[src/rtl/uart_tx_arb_if.sv]
// Purpose : request/grant and uart_tx side signals of the uart_tx_arb block.
// Latency : none (wiring only).
// Backpres: req is held by a requester until its gnt pulse; tx_done ends ownership.
//
// Signals
//   req[N_REQ]          per-requester request level
//   req_data[N_REQ*DW]  byte of requester i at [i*DW +: DW]
//   gnt[N_REQ]          one-hot consume pulse
//   owner[3]            current/last winner index
//   busy                arbiter not idle
//   tx_start / tx_din   start pulse and byte to uart_tx
//   tx_done             uart_tx completion pulse
//   err_timeout         WAIT timeout pulse
// Modports: master = arbiter side, slave = requesters + uart_tx side.
interface uart_tx_arb_if #(
  parameter int N_REQ = 4,
  parameter int DW    = 8
);
  logic [N_REQ-1:0]    req;
  logic [N_REQ*DW-1:0] req_data;
  logic [N_REQ-1:0]    gnt;
  logic [2:0]          owner;
  logic                busy;
  logic                tx_start;
  logic [DW-1:0]       tx_din;
  logic                tx_done;
  logic                err_timeout;

  modport master (
    input  req, req_data, tx_done,
    output gnt, owner, busy, tx_start, tx_din, err_timeout
  );

  modport slave (
    output req, req_data, tx_done,
    input  gnt, owner, busy, tx_start, tx_din, err_timeout
  );
endinterface

[src/rtl/uart_tx_arb.sv]
// Purpose : round-robin arbiter sharing one uart_tx between N_REQ byte producers.
// Latency : gnt and tx_start one cycle after a winning request is seen in IDLE.
// Backpres: ownership held from START until tx_done; other requests wait in place.
//
// Ports
//   clk    rising-edge clock
//   n_rst  asynchronous active-low reset
//   bus    uart_tx_arb_if.master (req/req_data/tx_done in, gnt/owner/busy/
//          tx_start/tx_din/err_timeout out)
// Optional feature macro: UART_ARB_TIMEOUT_EN -- abort WAIT after TO_CYC cycles
// without tx_done and pulse err_timeout. Undefined: err_timeout is tied to 0.
module uart_tx_arb #(
  parameter int          N_REQ  = 4,
  parameter int          DW     = 8,
  parameter logic [15:0] TO_CYC = 16'd4095
) (
  input  logic         clk,
  input  logic         n_rst,
  uart_tx_arb_if.master bus
);

  localparam logic [1:0] S_IDLE  = 2'd0;
  localparam logic [1:0] S_START = 2'd1;
  localparam logic [1:0] S_WAIT  = 2'd2;

  localparam logic [2:0] LAST_IDX = 3'(N_REQ - 1);

  // Index following i, wrapping at N_REQ.
  function automatic logic [2:0] nxt_idx(input logic [2:0] i);
    return (i == LAST_IDX) ? 3'd0 : i + 3'd1;
  endfunction

  logic [1:0]       state_q, state_d;
  logic [2:0]       rr_ptr_q, rr_ptr_d;
  logic [2:0]       owner_q, owner_d;
  logic [DW-1:0]    din_q, din_d;
  logic [N_REQ-1:0] gnt_q, gnt_d;
  logic             start_q, start_d;

`ifdef UART_ARB_TIMEOUT_EN
  logic [15:0]      cnt_q, cnt_d;
  logic             err_q, err_d;
`else
  logic             unused_to_cyc;
  assign unused_to_cyc = ^TO_CYC;
`endif

  // Winner search: lowest requester at or above rr_ptr, else lowest overall
  // (that is the wrap-around part of the round-robin scan).
  logic          hi_vld, lo_vld, win_vld;
  logic [2:0]    hi_idx, lo_idx, win_idx;
  logic [DW-1:0] win_byte;

  always_comb begin
    hi_vld = 1'b0;
    lo_vld = 1'b0;
    hi_idx = '0;
    lo_idx = '0;
    // Descending scan so the last hit is the lowest index.
    for (int i = N_REQ - 1; i >= 0; i--) begin
      if (bus.req[i]) begin
        lo_vld = 1'b1;
        lo_idx = 3'(i);
        if (3'(i) >= rr_ptr_q) begin
          hi_vld = 1'b1;
          hi_idx = 3'(i);
        end
      end
    end
    win_vld = hi_vld | lo_vld;
    win_idx = hi_vld ? hi_idx : lo_idx;

    win_byte = '0;
    for (int i = 0; i < N_REQ; i++) begin
      if (3'(i) == win_idx) begin
        win_byte = bus.req_data[i*DW +: DW];
      end
    end
  end

  always_comb begin
    state_d  = state_q;
    rr_ptr_d = rr_ptr_q;
    owner_d  = owner_q;
    din_d    = din_q;
    gnt_d    = '0;
    start_d  = 1'b0;
`ifdef UART_ARB_TIMEOUT_EN
    cnt_d    = cnt_q;
    err_d    = 1'b0;
`endif

    case (state_q)
      S_IDLE: begin
        // While a zero-byte gnt is visible the requester still shows req;
        // skipping arbitration for that cycle prevents a double grant.
        if (win_vld && (gnt_q == '0)) begin
          gnt_d = {{(N_REQ-1){1'b0}}, 1'b1} << win_idx;
          if (win_byte != '0) begin
            state_d = S_START;
            owner_d = win_idx;
            din_d   = win_byte;
            start_d = 1'b1;
          end else begin
            // uart_tx would ignore a zero byte: consume it without a transfer.
            rr_ptr_d = nxt_idx(win_idx);
          end
        end
      end

      S_START: begin
        state_d = S_WAIT;
`ifdef UART_ARB_TIMEOUT_EN
        cnt_d   = '0;
`endif
      end

      S_WAIT: begin
        if (bus.tx_done) begin
          state_d  = S_IDLE;
          rr_ptr_d = nxt_idx(owner_q);
`ifdef UART_ARB_TIMEOUT_EN
        // cnt_q is the number of WAIT cycles already spent; this cycle
        // brings it to TO_CYC, and tx_done (checked first) wins a tie.
        end else if (cnt_q == TO_CYC - 16'd1) begin
          state_d  = S_IDLE;
          rr_ptr_d = nxt_idx(owner_q);
          err_d    = 1'b1;
        end else begin
          cnt_d = cnt_q + 16'd1;
`endif
        end
      end

      default: state_d = S_IDLE;
    endcase
  end

  always_ff @(posedge clk or negedge n_rst) begin
    if (!n_rst) begin
      state_q  <= S_IDLE;
      rr_ptr_q <= '0;
      owner_q  <= '0;
      din_q    <= '0;
      gnt_q    <= '0;
      start_q  <= 1'b0;
    end else begin
      state_q  <= state_d;
      rr_ptr_q <= rr_ptr_d;
      owner_q  <= owner_d;
      din_q    <= din_d;
      gnt_q    <= gnt_d;
      start_q  <= start_d;
    end
  end

`ifdef UART_ARB_TIMEOUT_EN
  always_ff @(posedge clk or negedge n_rst) begin
    if (!n_rst) begin
      cnt_q <= '0;
      err_q <= 1'b0;
    end else begin
      cnt_q <= cnt_d;
      err_q <= err_d;
    end
  end

  assign bus.err_timeout = err_q;
`else
  assign bus.err_timeout = 1'b0;
`endif

  assign bus.gnt      = gnt_q;
  assign bus.owner    = owner_q;
  assign bus.busy     = (state_q != S_IDLE);
  assign bus.tx_start = start_q;
  assign bus.tx_din   = din_q;

endmodule
[src/flat_wrapper.sv]
// flat-port wrapper written by rule: the top's interface ports become plain ports
module uart_tx_arb_flat 
#(
  parameter int          N_REQ  = 4,
  parameter int          DW     = 8,
  parameter logic [15:0] TO_CYC = 16'd4095
)
  (clk, n_rst, bus_req, bus_req_data, bus_tx_done, bus_gnt, bus_owner, bus_busy, bus_tx_start, bus_tx_din, bus_err_timeout);
  uart_tx_arb_if #(.N_REQ(N_REQ), .DW(DW)) bus_i ();
  input  logic clk;
  input  logic n_rst;
  input wire logic [$bits(bus_i.req)-1:0] bus_req;
  input wire logic [$bits(bus_i.req_data)-1:0] bus_req_data;
  input wire logic [$bits(bus_i.tx_done)-1:0] bus_tx_done;
  output wire logic [$bits(bus_i.gnt)-1:0] bus_gnt;
  output wire logic [$bits(bus_i.owner)-1:0] bus_owner;
  output wire logic [$bits(bus_i.busy)-1:0] bus_busy;
  output wire logic [$bits(bus_i.tx_start)-1:0] bus_tx_start;
  output wire logic [$bits(bus_i.tx_din)-1:0] bus_tx_din;
  output wire logic [$bits(bus_i.err_timeout)-1:0] bus_err_timeout;
  assign bus_i.req = bus_req;
  assign bus_i.req_data = bus_req_data;
  assign bus_i.tx_done = bus_tx_done;
  assign bus_gnt = bus_i.gnt;
  assign bus_owner = bus_i.owner;
  assign bus_busy = bus_i.busy;
  assign bus_tx_start = bus_i.tx_start;
  assign bus_tx_din = bus_i.tx_din;
  assign bus_err_timeout = bus_i.err_timeout;
  uart_tx_arb #(.N_REQ(N_REQ), .DW(DW), .TO_CYC(TO_CYC)) u_core (.clk(clk), .n_rst(n_rst), .bus(bus_i));
endmodule
[config.mk]
export PLATFORM = sky130hd
export DESIGN_NAME = uart_tx_arb_flat
export DESIGN_NICKNAME = d
export VERILOG_FILES = /design/src/rtl/uart_tx_arb_if.sv /design/src/rtl/uart_tx_arb.sv /design/src/flat_wrapper.sv
export SDC_FILE = /design/constraint.sdc
export NUM_CORES = 1
export LEC_CHECK = 0
export CAP_MARGIN = 10
export CORE_MARGIN = 10
export CORE_UTILIZATION = 36
export DETAILED_ROUTE_END_ITERATION = 10
export PLACE_DENSITY = 0.75
export SYNTH_ARGS = -nofsm -noshare
export SYNTH_HDL_FRONTEND = slang
export SYNTH_SLANG_ARGS = --single-unit
[constraint.sdc]
create_clock -name clk -period 2.95 [get_ports clk]
set_input_delay 0.4425 -clock clk [delete_from_list [all_inputs] [get_ports clk]]
set_output_delay 0.4425 -clock clk [all_outputs]
set_load 0.02 [all_outputs]
# Yosys cells after proc, flatten, opt, wreduce, memory -nomap -nowiden
# Cells that the tools add are included.
# W data, S select, Z words.
# classes
n_shift,1
n_mux,44
n_reduce_logical,10
addsub,2
magnitude_cmp,4
eq_ne,11
bitwise_logic,1
# op_table
operator,n
$mux W3,13
$mux W8,4
$mux W2,8
$mux W1,15
$mux W4,2
$reduce_bool A8 Y1,1
$add A3 B1 Y3 const B,2
$eq A2 B3 Y1 const A,2
$eq A3 B2 Y1 const B,2
$ge A1 B3 Y1 const A,2
$ge A2 B3 Y1 const A,2
$pmux W2 S3,1
$pmux W3 S2,1
$reduce_and A3 Y1,2
$logic_not A4 Y1,1
$ne A2 B1 Y1 const B,2
$ne A2 B2 Y1 const B,2
$reduce_and A4 Y1,1
$reduce_bool A2 Y1,2
$shl A1 B3 Y4 const A,1
$eq A1 B3 Y1 const A,1
$logic_not A3 Y1,1
$eq A2 B1 Y1 const B,1
$eq A2 B2 Y1 const B,1
other kinds (3),3
# totals
ff_bits,21
in_bits,39

# Logic depth before layout (Yosys ltp)
# Gate-level depths: netlist of the first run.
# logic_depth
ltp_word,19
ltp_mapped,14
ltp_nobuf,12

# Worst setup path after synthesis of the first run
# No wires, ideal clock.
# synth_timing
path_type,reg2reg
from,register u_core.rr_ptr_q[1]
to,"register u_core.owner_q[0], in the netlist u_core.bus.owner[0]"
required_ns,2.825
arrival_ns,2.803
stages_incl_launch_ff,14
setup_slack_ns,0.022
setup_time_ns,0.125
cell_sequence,dfrtp_1 -> mux2i_1 -> o32ai_1 -> nor2_1 -> inv_1 -> ha_1 -> or2_1 -> clkbuf_2 -> a221oi_1 -> o22ai_1 -> nor4_4 -> nor2b_2 -> buf_6 -> mux2_4
# synth_between
elab_chain_cells,17
word_cells_on_any_way,33
cone_classes,order compare (4); eq/ne (3); mux (21); bitwise (1); reduce/logical (4)
# synth_lines
element,line,text
"start, declared",uart_tx_arb.sv:34,"logic [2:0] rr_ptr_q, rr_ptr_d;"
"start signal, assigned",uart_tx_arb.sv:149,rr_ptr_q <= rr_ptr_d;
$ge A2 B3 Y1,uart_tx_arb.sv:64,if (3'(i) >= rr_ptr_q) begin
$mux W2 / $mux W1 (equally long branches),uart_tx_arb.sv:64,
$mux W3 / $mux W1 (equally long branches),uart_tx_arb.sv:61,if (bus.req[i]) begin
$mux W3 / $mux W1 (equally long branches),uart_tx_arb.sv:64,
$mux W3 / $mux W1 (equally long branches),uart_tx_arb.sv:61,
$mux W3 / $mux W1 (equally long branches),uart_tx_arb.sv:64,
$mux W3 / $mux W1 (equally long branches),uart_tx_arb.sv:61,
$mux W3 / $mux W1 (equally long branches),uart_tx_arb.sv:64,
$mux W3 / $mux W1 (equally long branches),uart_tx_arb.sv:61,
$mux W3 (*),uart_tx_arb.sv:71,win_idx = hi_vld ? hi_idx : lo_idx;
via u_core.win_idx[0],uart_tx_arb.sv:51,"logic [2:0] hi_idx, lo_idx, win_idx;"
$logic_not A3 Y1,uart_tx_arb.sv:75,if (3'(i) == win_idx) begin
$mux W8 (4 in series),uart_tx_arb.sv:75,
$reduce_bool A8 Y1,uart_tx_arb.sv:99,if (win_byte != '0) begin
$reduce_and A3 Y1 (no source line),n/a,
"end signal, assigned",uart_tx_arb.sv:150,owner_q <= owner_d;
"end, declared",uart_tx_arb.sv:35,"logic [2:0] owner_q, owner_d;"
# The timed path passes the listed nets; every way through them passes the cells marked *.
# A chain may end at the register's enable or synchronous reset.

# Worst setup path after layout of the first run
# layout_timing
from,register u_core.rr_ptr_q[1]
to,"register u_core.din_q[1], in the netlist u_core.bus.tx_din[1]"
# layout_between
elab_chain_cells,17
word_cells_on_any_way,33
cone_classes,order compare (4); eq/ne (3); mux (21); bitwise (1); reduce/logical (4)
# layout_lines
element,line,text
$ge A2 B3 Y1,uart_tx_arb.sv:64,
$mux W2 / $mux W1 (equally long branches),uart_tx_arb.sv:64,
$mux W3 / $mux W1 (equally long branches),uart_tx_arb.sv:61,
$mux W3 / $mux W1 (equally long branches),uart_tx_arb.sv:64,
$mux W3 / $mux W1 (equally long branches),uart_tx_arb.sv:61,
$mux W3 / $mux W1 (equally long branches),uart_tx_arb.sv:64,
$mux W3 / $mux W1 (equally long branches),uart_tx_arb.sv:61,
$mux W3 / $mux W1 (equally long branches),uart_tx_arb.sv:64,
$mux W3 / $mux W1 (equally long branches),uart_tx_arb.sv:61,
$mux W3 (*),uart_tx_arb.sv:71,
via u_core.win_idx[0],uart_tx_arb.sv:51,
$logic_not A3 Y1,uart_tx_arb.sv:75,
$mux W8 (3 in series),uart_tx_arb.sv:75,
$mux W8 (*),uart_tx_arb.sv:75,
$reduce_bool A8 Y1,uart_tx_arb.sv:99,
$reduce_and A3 Y1 (no source line),n/a,
"end signal, assigned",uart_tx_arb.sv:151,din_q <= din_d;
"end, declared",uart_tx_arb.sv:36,"logic [DW-1:0] din_q, din_d;"
# Marks and branches as above.

==> impl_metrics.toml, run 1 <==
[run_status]
status = "finished, final reports clean"

[clock_network]
clk_latency_ns = 0.30
htreeDepth = 1
clk_pin_slew_ns = 0.11
cts.sinks = 19
clock_path_buffers = 2
cts_tree = "built"
numCtsBuffers = 3
cts_hold_buf = 0
clk_root_buffer_cell = "clkbuf_4"

[routing]
drt_iter0_markers = 46
routed_via_density = 5.204
first_pass_iters = 4
drc = 0
num_vias = 1249
wl_per_cell_um = 18.90
drt_wl_total_um = 4537
postRouteAntennaNets = 0

[sta]
relSlewSlack = 0.4150
finClkSkew_ns = 0.007349
fin_setup_tns_ns = 0
setup_violations = 0
rsz0062_at_grt = "true"
worst_pin_slew_ns = 0.8747
clock.fmax_mhz = 342.4
period_needed_ns = 2.921
report.final.hold_viol_count = 0
finalMaxSlewViolations = 0
fin_crit_sh = 0.9901

[layout]
final_cell_count_no_fill = 240
regArea_um2 = 475.5
nets = 241
fillers = 206
multi_input_area_um2 = 938.4
finish.utilization = 0.7440
area_growth_pct = 95.65
final_layout_size_suffix_gt1_frac = 0.4388
antenna_cells = 0

[yosys]
synth.avg_cell_area_um2 = 10.63
ys_ff_latch = 19
post-synth-top-count-cell = "dfrtp_1"
yosys_warnings = 0
synth_area_leaders = "dfrtp_1 40%, mux2_4 10%, ha_1 5.3%"
ys.flop_type = "dfrtp_1"
netlist.area_leader.share = 0.4030
synth_edf_count = 0
async_flop_share = 1.000
syn_inst = 111
synth_top_cell_by_area = "dfrtp_1"
synth_commonest_cells = "19 x dfrtp_1, 10 x o22ai_1, 9 x nor2_1"
synth_cell_types = 36
yosysSeqAreaShare = 0.4030
syn_area_mm2 = 0.001180

[setup_path]
startpoint_type = "register"
worstSetupPathType = "reg -> reg"
cp_max_fo = 7
cp.required_ns = 3.15
crit_slowest_cell = "dfrtp_1"
worstPathCellList = "mux2i_1, o32ai_2, nor2_2, inv_2, ha_4, or2_4, a221oi_4, o22ai_2, nor4_4, buf_4, nor2b_4, mux2_4"
slowest_delay_ns = 0.46
endpoint_kind = "register"
cp_data_arrival_time_ns = 3.12

[floorplan]
die_y_um = 77.25
die-area_mm2 = 0.005968
start_util = 0.3802
core_mm2 = 0.003103
ios = 57
die_w_um = 77.25
num_rows = 20

[place]
dp_hpwl_um = 3052
gp_congestion = 0.8291
place_inst = 226
numPortBuffers = 54

[global_routing]
grt_pass1_wl_um = 6265
overflow = 0
grt_max_degree = 20
antenna_found_initial = 0
grt_pass1_vias = 1258
track_usage = 0.1274

[power_and_ir_drop]
cellPowerDensity_mw_per_mm2 = 1119
peakVddDrop_v = 0.0004835
total_power_uw = 2583
power_leakage_uw = 0.0009784

[worst_hold_path]
min_path_type = "reg -> reg"

[run]
maxCapViolCount = 0
[worst max-delay path: cells and delay by family, from the launching register on]
kind	cells	cell delay, ns
AOI/OAI and AO/OA	3	0.46
adders and majority gates	1	0.17
buffers and inverters	2	0.28
DFF	1	0.46
muxes	2	0.56
and+or+nand+nor	4	0.88
[repair_timing]
action	4_1_cts	5_1_grt
pin swaps	5	13
gates cloned	1	0
endpoints found under the setup margin	14	13
gates resized for setup	22	36
buffers inserted	8	3
[state kept, by name, indices dropped and copies added (netlist names)]
signal,count
u_core.bus.owner,2
u_core.rr_ptr_q,2
u_core.bus.tx_din,8
u_core.bus.gnt,4
u_core.state_q,2
u_core.bus.tx_start,1
[placed cells by master, fill, tap and decap left out, types with 2 or more instances in the layout]
cell type / count
ha_4: 4
nor2b_4: 3
and2_1: 2
nor3_1: 3
clkbuf_4: 3
inv_2: 2
nand2b_1: 4
clkdlybuf4s50_1: 51
mux2_2: 3
mux2_4: 8
o22ai_2: 10
a21oi_1: 3
dlygate4sd2_1: 2
buf_6: 2
dfrtp_1: 19
buf_4: 28
nor2_1: 8
a21oi_2: 2
mux2i_1: 3
inv_1: 3
conb_1: 2
nor4_1: 2
a221oi_4: 6
[cell type report]
type / count / share of cell area
inverters: 6 / 0.009756
well taps: 44 / 0.02385
clock buffers: 4 / 0.01138
repair buffers: 85 / 0.3425
flip-flops and latches: 19 / 0.2060
multi-input cells: 82 / 0.4065
[logic make-up after synthesis]
family                     after synthesis  share of synthesized area
muxes                                   14                     0.1559
other                                    1                   0.003178
DFF                                     19                     0.4030
buffers and inverters                   12                    0.05195
adders and majority gates                5                    0.05302
and+or+nand+nor                         31                     0.1633
AOI/OAI and AO/OA                       29                     0.1697
[per-stage QoR]
| step | setup WS (ns) | hold WS [ns] | cell area (µm²) |
|---|---|---|---|
| CTS | 0.003765 | 0.5318 | 2081 |
| global placement | -0.6305 | 0.4980 | 1906 |
| floorplan | 0.02227 | 0.1469 | 1184 |
| detailed placement | -0.7442 | 0.5076 | 1906 |
| global route | -0.07129 | 0.5638 | 2308 |
| finish | 0.02915 | 0.5314 | 2308 |
[final timing paths]
check,start,endpoint,slack [ns],depth (start not counted)
hold / removal,u_core.bus.tx_din[0],u_core.bus.tx_din[0],0.53,1
setup reg to reg,u_core.rr_ptr_q[1],u_core.bus.tx_din[1],0.03,12
min in group asynchronous,n_rst,u_core.bus.owner[1],0.63,1
hold reg to reg,u_core.bus.tx_din[0],u_core.bus.tx_din[0],0.53,1
setup / recovery,u_core.rr_ptr_q[1],u_core.bus.tx_din[1],0.03,12
max in group asynchronous,n_rst,u_core.rr_ptr_q[1],1.79,1
[metal layers]
| layer | global-route usage | share of wire |
|---|---|---|
| met1 | 0.1472 | 0.41 |
| met2 | 0.2191 | 0.50 |
| met3 | 0.02448 | 0.057 |
| met4 | 0.06022 | 0.031 |
| met5 | 0 | 0 |
[power by group]
group	internal (µW)	switching (µW)
clock	52.8	80.8
combinational	1080	885
sequential	391	89.6
Note: power is estimated with default switching activity, not from simulation.
==> inputs of run 2 (changes only) <==
--- a/config.mk
+++ b/config.mk
@@ -9,7 +9,7 @@
 export CORE_MARGIN = 10
 export CORE_UTILIZATION = 36
 export DETAILED_ROUTE_END_ITERATION = 10
-export PLACE_DENSITY = 0.75
+export PLACE_DENSITY = 0.72
 export SYNTH_ARGS = -nofsm -noshare
 export SYNTH_HDL_FRONTEND = slang
 export SYNTH_SLANG_ARGS = --single-unit
==> run 2 against run 1 <==
Net effect:
- the flow now finishes with violations (negative setup slack)
- hold slack worse by 0.0061 ns
- die area unchanged
- global-route usage up 0.78 points
- clock power about the same
==> impl_metrics.toml, run 2 (same netlist as run 1, synthesis figures left out) <==
[run_status]
status = "finished, violations left"
violations = "negative setup slack"

[clock_network]
cts_hold_buf = 0
cts.sinks = 19
clk_pin_slew_ns = 0.12
numCtsBuffers = 3
clock_path_buffers = 2
htreeDepth = 1
clk_root_buffer_cell = "clkbuf_4"
cts_tree = "built"
clk_latency_ns = 0.30

[setup_path]
startpoint_type = "register"
cp_max_fo = 7
cp_data_arrival_time_ns = 3.25
startpoint = "u_core.rr_ptr_q[1]"
endpoint_kind = "register"
rr_worst_depth = 14
reg2reg_from = "u_core.rr_ptr_q[1]"
cp.required_ns = 3.15
worstSetupPathType = "reg -> reg"

[floorplan]
die-area_mm2 = 0.005968
start_util = 0.3802
ios = 57
num_rows = 20
die_y_um = 77.25
die_w_um = 77.25
core_mm2 = 0.003103

[routing]
routed_via_density = 5.144
drt_iter0_markers = 49
drc = 0
postRouteAntennaNets = 0
drt_wl_total_um = 4493
wl_per_cell_um = 19.04
num_vias = 1214
first_pass_iters = 4

[worst_hold_path]
timing.hold.worst.start = "u_core.bus.tx_din[5]"
min_path_type = "reg -> reg"
min_path_cells = 1

[layout]
area_growth_pct = 88.23
layout_commonest_cell = "clkdlybuf4s50_1"
final_layout_size_suffix_gt1_frac = 0.4010
nets = 237
stdcell_area_mm2 = 0.002221
antenna_cells = 0
largest_reg_flops = 8
final_cell_mix = "51 x clkdlybuf4s50_1, 24 x buf_4, 19 x dfrtp_1, 8 x nor2_1, 8 x mux2_4"
fillers = 214

[sta]
relSlewSlack = 0.4116
worst_pin_slew_ns = 0.8799
fin_crit_sh = 1.032
layout_setup_ws_ns = -0.09367
finClkSkew_ns = 0.009335
setup_violations = 11
period_needed_ns = 3.044
rsz0062_at_grt = "true"
clock.fmax_mhz = 328.6
fin_setup_tns_ns = -0.3089
report.final.hold_viol_count = 0
finalMaxSlewViolations = 0

[global_routing]
grt_pass1_vias = 1260
track_usage = 0.1352
overflow = 0
grt_max_degree = 20
antenna_found_initial = 0
grt_pass1_wl_um = 6513

[power_and_ir_drop]
power_leakage_uw = 0.0009501
p_comb_frac = 0.759
p_seq_frac = 0.188
cellPowerDensity_mw_per_mm2 = 1145
netSwitchingFraction = 0.4124
total_power_uw = 2543
p_sw_uw = 1049
p_int_uw = 1494
clkPwrFrac = 0.053
peakVddDrop_v = 0.0004808

[place]
dpl-instance-area_mm2 = 0.001876
numPortBuffers = 54
gp_congestion = 0.7877
dp_hpwl_um = 3182
dp_slack_ns = -0.7752

[run]
maxCapViolCount = 0
==> run 2: changes by cell type in the layout (fill, tap and decap cells not counted), sizes merged <==
cell           previous run  this run
buf                      31        27
clkbuf                    4         3
clkdlybuf4s15             1         0
clkinv                    1         2
dlygate4sd2               2         3
==> run 2: cell type report <==
cell class	instances	area, µm²	area share
Clock buffer	3	22.52	0.01014
Timing Repair Buffer	81	759.5	0.3420
Clock inverter	1	5.005	0.002254
Tap cell	44	55.05	0.02479
Sequential cell	19	475.5	0.2141
Multi-Input combinational cell	82	879.6	0.3961
Inverter	6	23.77	0.01070
==> run 2: power groups by stage <==
stage,clock (µW),sequential (µW),combinational (µW)
after floorplan,0,584,798
after global placement,0,470,1440
after detailed placement,0,476,1470
after CTS,141,476,1650
after global routing,151,494,2050
final,134,479,1930
==> run 2: what timing repair did <==
action / in CTS / in global routing
pin swaps: 8 / 7
setup buffers: 6 / 4
hold endpoints to repair: 0 / 0
cloned: 0 / 1
setup endpoints to repair: 14 / 13
gates resized for setup: 27 / 20
==> run 2: routing by layer <==
metal,routed length [µm],GRT usage,share of wire
met2,2244,0.2299,0.50
met4,104,0.06934,0.023
met5,0,0,0
met3,222,0.02797,0.049
met1,1922,0.1550,0.43
==> run 2: critical path, cell delays in order (launching register included) <==
cell and delay [ns]:
dfrtp_1 0.45, mux2i_2 0.28, o32ai_2 0.13, nor2_4 0.18, inv_2 0.08, ha_2 0.19
nor2b_4 0.13, buf_12 0.14, a221oi_4 0.29, o22ai_2 0.15, nor4_4 0.27, buf_4 0.18
buf_4 0.13, o21ai_4 0.06, mux2_2 0.27
==> run 2: metrics by stage <==
stage,std cells,hold WS (ns),utilization
6_report,236,0.5253,0.7157
5_1_grt,236,0.5525,0.7157
4_1_cts,231,0.5321,0.6560
3_5_place_dp,222,0.5006,0.6044
3_3_place_gp,222,0.4951,0.6044
2_1_floorplan,112,0.1469,-
==> run 2: path summary, 6_finish.rpt <==
kind | endpoint | slack, ns
min in group asynchronous | u_core.state_q[1] | 0.62
setup / recovery | u_core.rr_ptr_q[1] | -0.09
hold / removal | u_core.bus.tx_din[5] | 0.53
hold reg to reg | u_core.bus.tx_din[5] | 0.53
setup reg to reg | u_core.rr_ptr_q[1] | -0.09
max in group asynchronous | u_core.bus.tx_din[6] | 1.78
